$ cat config.mk
export PLATFORM = sky130hd
export DESIGN_NAME = exec_unit
export DESIGN_NICKNAME = d
export VERILOG_FILES = /design/src/rtl/exec_unit.sv
export SDC_FILE = /design/constraint.sdc
export NUM_CORES = 1
export LEC_CHECK = 0
export ABC_AREA = 1
export CAP_MARGIN = 15
export CORE_AREA = 2 2 116 118
export DETAILED_ROUTE_END_ITERATION = 8
export DIE_AREA = 0 0 118 120
export PLACE_DENSITY = 0.76
export SYNTH_ARGS = -nofsm -noshare
export SYNTH_HDL_FRONTEND = slang
export SYNTH_SLANG_ARGS = --single-unit
$ cat constraint.sdc
create_clock -name clk -period 5.39 [get_ports clk]
set_input_delay 1.078 -clock clk [delete_from_list [all_inputs] [get_ports clk]]
set_output_delay 1.078 -clock clk [all_outputs]
set_load 0.005 [all_outputs]
$ cat src/rtl/exec_unit.sv
// Execute stage: owns AC/E/PC, runs register ops directly and memory-reference
// ops through a single-port synchronous data memory, then pulses o_ex_done.
module exec_unit #(
  parameter int DWIDTH = 16,
  parameter int AWIDTH = 12
) (
  input  logic              clk,
  input  logic              reset,
  input  logic              i_execute,
  input  logic [AWIDTH-1:0] i_addr,
  input  logic [7:0]        i_imm,
  input  logic              i_add,
  input  logic              i_load,
  input  logic              i_store,
  input  logic              i_branch,
  input  logic              i_isz,
  input  logic              i_clr_ac,
  input  logic              i_clr_e,
  input  logic              i_comp_ac,
  input  logic              i_load_ac,
  input  logic              i_cir_r,
  input  logic              i_cir_l,
  input  logic              i_inc_ac,
  input  logic              i_pc_inc,
  input  logic [DWIDTH-1:0] i_mem_rdata,
  output logic [AWIDTH-1:0] o_mem_addr,
  output logic [DWIDTH-1:0] o_mem_wdata,
  output logic              o_mem_ce,
  output logic              o_mem_we,
  output logic [DWIDTH-1:0] o_ac,
  output logic              o_e,
  output logic [AWIDTH-1:0] o_pc,
  output logic              o_ex_done,
  output logic              o_busy,
  output logic              o_err
);

  typedef enum logic [2:0] {
    S_IDLE, S_MEM_RD, S_MEM_USE, S_MEM_WR, S_DONE, S_RELEASE
  } state_e;

  typedef enum logic [3:0] {
    OP_NONE, OP_ISZ, OP_STORE, OP_LOAD, OP_ADD, OP_BRANCH, OP_CLR_AC,
    OP_CLR_E, OP_COMP_AC, OP_LOAD_AC, OP_CIR_R, OP_CIR_L, OP_INC_AC
  } op_e;

  state_e            state_q;
  op_e               op_q;
  op_e               sel_op;
  logic [DWIDTH-1:0] ac_q;
  logic              e_q;
  logic [AWIDTH-1:0] pc_q;
  logic [AWIDTH-1:0] mem_addr_q;
  logic [DWIDTH-1:0] mem_wdata_q;
  logic              mem_ce_q;
  logic              mem_we_q;
  logic              ex_done_q;
  logic              busy_q;

  logic [11:0]       strobes;
  logic              start;
  logic              multi;
  logic [DWIDTH:0]   sum;

  // Vector ordered highest priority first (MSB = isz).
  assign strobes = {i_isz, i_store, i_load, i_add, i_branch, i_clr_ac,
                    i_clr_e, i_comp_ac, i_load_ac, i_cir_r, i_cir_l, i_inc_ac};
  assign start   = (state_q == S_IDLE) && i_execute;
  assign multi   = |(strobes & (strobes - 12'd1));
  assign sum     = {1'b0, ac_q} + {1'b0, i_mem_rdata};

  always_comb begin
    // NOTE: default first so every path assigns sel_op and no latch is inferred.
    sel_op = OP_NONE;
    if      (i_isz)     sel_op = OP_ISZ;
    else if (i_store)   sel_op = OP_STORE;
    else if (i_load)    sel_op = OP_LOAD;
    else if (i_add)     sel_op = OP_ADD;
    else if (i_branch)  sel_op = OP_BRANCH;
    else if (i_clr_ac)  sel_op = OP_CLR_AC;
    else if (i_clr_e)   sel_op = OP_CLR_E;
    else if (i_comp_ac) sel_op = OP_COMP_AC;
    else if (i_load_ac) sel_op = OP_LOAD_AC;
    else if (i_cir_r)   sel_op = OP_CIR_R;
    else if (i_cir_l)   sel_op = OP_CIR_L;
    else if (i_inc_ac)  sel_op = OP_INC_AC;
  end

  // NOTE: state uses non-blocking assignments; async reset clears ce/we at once.
  always_ff @(posedge clk or posedge reset) begin
    if (reset) begin
      state_q     <= S_IDLE;
      op_q        <= OP_NONE;
      ac_q        <= '0;
      e_q         <= 1'b0;
      pc_q        <= '0;
      mem_addr_q  <= '0;
      mem_wdata_q <= '0;
      mem_ce_q    <= 1'b0;
      mem_we_q    <= 1'b0;
      ex_done_q   <= 1'b0;
      busy_q      <= 1'b0;
    end else begin
      case (state_q)
        S_IDLE: begin
          if (i_pc_inc) pc_q <= pc_q + 1'b1;
          if (start) begin
            op_q   <= sel_op;
            busy_q <= 1'b1;
            case (sel_op)
              OP_ISZ, OP_LOAD, OP_ADD: begin
                mem_ce_q   <= 1'b1;
                mem_we_q   <= 1'b0;
                mem_addr_q <= i_addr;
                state_q    <= S_MEM_RD;
              end
              OP_STORE: begin
                mem_ce_q    <= 1'b1;
                mem_we_q    <= 1'b1;
                mem_addr_q  <= i_addr;
                mem_wdata_q <= ac_q;
                state_q     <= S_MEM_WR;
              end
              default: begin
                case (sel_op)
                  OP_BRANCH:  pc_q <= i_addr;
                  OP_CLR_AC:  ac_q <= '0;
                  OP_CLR_E:   e_q  <= 1'b0;
                  OP_COMP_AC: ac_q <= ~ac_q;
                  OP_LOAD_AC: ac_q <= {{(DWIDTH-8){1'b0}}, i_imm};
                  OP_CIR_R:   {ac_q, e_q} <= {e_q, ac_q};
                  OP_CIR_L:   {e_q, ac_q} <= {ac_q, e_q};
                  OP_INC_AC:  ac_q <= ac_q + 1'b1;
                  default:    ;
                endcase
                ex_done_q <= 1'b1;
                state_q   <= S_DONE;
              end
            endcase
          end
        end
        S_MEM_RD: begin
          mem_ce_q <= 1'b0;
          state_q  <= S_MEM_USE;
        end
        S_MEM_USE: begin
          if (op_q == OP_ISZ) begin
            mem_wdata_q <= i_mem_rdata + 1'b1;
            mem_ce_q    <= 1'b1;
            mem_we_q    <= 1'b1;
            state_q     <= S_MEM_WR;
          end else begin
            if (op_q == OP_ADD)  {e_q, ac_q} <= sum;
            if (op_q == OP_LOAD) ac_q <= i_mem_rdata;
            ex_done_q <= 1'b1;
            state_q   <= S_DONE;
          end
        end
        S_MEM_WR: begin
          mem_ce_q <= 1'b0;
          mem_we_q <= 1'b0;
          // Skip-on-zero: the incremented word is still held in the write register.
          if (op_q == OP_ISZ && mem_wdata_q == '0) pc_q <= pc_q + 1'b1;
          ex_done_q <= 1'b1;
          state_q   <= S_DONE;
        end
        S_DONE: begin
          ex_done_q <= 1'b0;
          state_q   <= S_RELEASE;
        end
        S_RELEASE: begin
          if (!i_execute) begin
            busy_q  <= 1'b0;
            state_q <= S_IDLE;
          end
        end
        default: state_q <= S_IDLE;
      endcase
    end
  end

  assign o_mem_addr  = mem_addr_q;
  assign o_mem_wdata = mem_wdata_q;
  assign o_mem_ce    = mem_ce_q;
  assign o_mem_we    = mem_we_q;
  assign o_ac        = ac_q;
  assign o_e         = e_q;
  assign o_pc        = pc_q;
  assign o_ex_done   = ex_done_q;
  assign o_busy      = busy_q;
  // Flagged during the start cycle itself, while the strobes are still present.
  assign o_err       = start && multi;

endmodule

==> results.ini <==
[pwr]
leakagePower_nw=3.79
peakVddDrop_uv=210
power_mw=3.41
p_per_area_nw_per_um2=433

[finish]
design_area_um2=7890
drive_gt1_share_pct=6.86
final_util_pct=60.8
stdcell_count=1269
nets=1160
diodes=0
area_growth_pct=24.1

[sta]
final_hold_viol_count=0
finalSetupViolations=0
finalWorstSetupSlack_ns=1.08
finalClockSkew_ns=0.00814
worst_pin_slew_ns=1.07
relSlewSlack_pct=28.2
max_freq_mhz=232
rsz0062_at_grt=no
hold_ws_ns=0.479
slew_violations=0
fin_tns_setup_ns=0
finalCriticalPeriod_ns=4.31
fin_crit_sh_pct=79.9

[floorplanning]
ios=114
start_util_pct=49.0
die_h_um=120
dieArea_um2=14200
die-width_um=118
num_rows=42
coreArea_um2=13000

[route]
wl_per_cell_um=15.6
drt-initial-drc-count=613
wl_mm=19.8
drcViolationCount=0
vias=6967
viasPerCell=5.49
ant_nets=0
first_pass_iters=8

[synth]
synth_top_area_share_pct=26.8
synth_edf_count=0
synthFlopType=dfrtp_1
synthArstFlopShare_pct=100
yosysSeqAreaShare_pct=26.8
synth.distinct_cells=51
synth-seq-cells=68
yosys-top-cells-area=dfrtp_1 (27%), nand2_1 (18%), inv_1 (6.9%)
syn-instance-count=990
netlist_area_um2=6350
yosysWarnings=0
synth_area_leader_cell=dfrtp_1
synth.net_count=1062
syn_avg_cell_area_um2=6.42

[place]
place_congestion=0.986
preCtsSetupSlack_ns=1.07
dp_cells=1253
portBuffers=113
place_area_um2=7570
place_hpwl_mm=14.8

[clock_network]
numCtsBuffers=9
clockRootBuffer=clkbuf_16
clock_sinks=68
path_clk_slew_ns=0.06
clockBufferDepth=2
cts_tree=built
postCtsHoldBufs=0
cts-resized-gates=0
h-tree-depth=3
cts_setup_buffers=0
insertion_delay_ns=0.34

[hold_path]
hp-class=flip-flop to flip-flop

[setup_path]
start_kind=primary input
path_class=primary input to primary output
cp_max_fo=4
arrival_ns=3.23
cp.required_ns=4.31
cp-end-kind=primary output

[outcome]
status=finished, final reports clean

[global_route]
grt_max_degree=40
grt_remaining_overflow=0
grt_pass1_wl_mm=31.9
grtUsageTotal_pct=27.9
antenna_found_initial=0
grt_pass1_vias=6331

[job]
maxCapViolations=0

[placed cells by master, fill, tap and decap left out, types with 4 or more instances in the layout]
cell type	synthesis	final
nor2_2	8	8
nor3_1	13	13
nor4_1	5	5
o22ai_1	5	5
nand3_1	63	63
o21ai_1	7	7
inv_2	12	13
clkbuf_16	0	9
clkdlybuf4s50_1	0	113
xnor2_1	5	5
nand4_1	25	25
nor2_1	96	96
dfrtp_1	68	68
inv_1	117	116
ha_1	19	19
a21oi_1	30	30
or2_2	4	4
o211ai_1	19	19
nand2_2	5	5
o21ai_0	79	79
xor2_1	27	27
nand2_1	300	300
nand3_2	7	7
[path summary, 6_finish.rpt]
check | from | end | slack (ns) | cells past startpoint
max in group asynchronous | reset | op_q[1] | 3.24 | 3
worst min register to register | o_mem_ce | o_mem_ce | 0.48 | 2
worst max register to register | op_q[2] | o_ac[9] | 2.20 | 8
min in group asynchronous | reset | o_mem_wdata[2] | 1.23 | 2
worst max-delay path | i_load_ac | o_err | 1.08 | 12
worst min-delay path | o_mem_ce | o_mem_ce | 0.48 | 2
[where the power goes]
part / switching [mW] / leakage (nW) / internal (mW)
clock network: 0.233 / 0.157 / 0.406
logic: 1.04 / 2.74 / 0.779
registers: 0.252 / 0.891 / 0.704
total: 1.53 / 3.79 / 1.89
[synth_stat cells, drive strengths merged (15+ instances only)]
library cell	count
a21oi	31
buf	15
dfrtp	68
ha	19
inv	129
nand2	307
nand3	73
nand4	28
nor2	107
o211ai	19
o21ai	86
xor2	27
[sequential cells by signal, indices dropped and copies added (netlist names)]
register     cells
o_busy           1
o_e              1
o_pc            12
o_ac            16
o_mem_wdata     16
o_ex_done        1
o_mem_ce         1
state_q          3
op_q             4
o_mem_we         1
o_mem_addr      12
[layer usage]
metal	share of wire (%)	vias up	global-route usage [%]
met5	0	-	0
met4	2.0	0	9.34
met3	6.6	27	4.13
met2	45	277	44.4
met1	46	3223	38.9
li1	-	3440	-
[cell families (layout without fill, tap and decap cells)]
family,Yosys count,in the layout,share of synthesized area [%]
and+or+nand+nor,544,544,38.7
AOI/OAI and AO/OA,165,165,15.3
buffers and inverters,158,261,10.1
DFF,68,68,26.8
xor gates and xnor gates,32,32,4.41
adders and majority gates,20,20,4.06
muxes,3,3,0.650
[final cells by class]
class / instances / area, µm²
fillers: 1227 / 5090
inverters: 129 / 484
well taps: 176 / 220
clock inverters: 6 / 87.6
flip-flops and latches: 68 / 1700
multi-input cells: 764 / 4010
repair buffers: 116 / 1150
clock buffers: 10 / 229
[worst max-delay path: stages]
cell             delay, ns
clkdlybuf4s50_1       0.42
nor2_1                0.17
inv_2                 0.06
nor2_2                0.11
nand2_1               0.15
nor2_1                0.14
inv_1                 0.06
nor2_1                0.11
a21oi_1               0.07
o41ai_1               0.36
inv_1                 0.06
clkdlybuf4s50_1       0.44
Note: power is estimated with default switching activity, not from simulation.
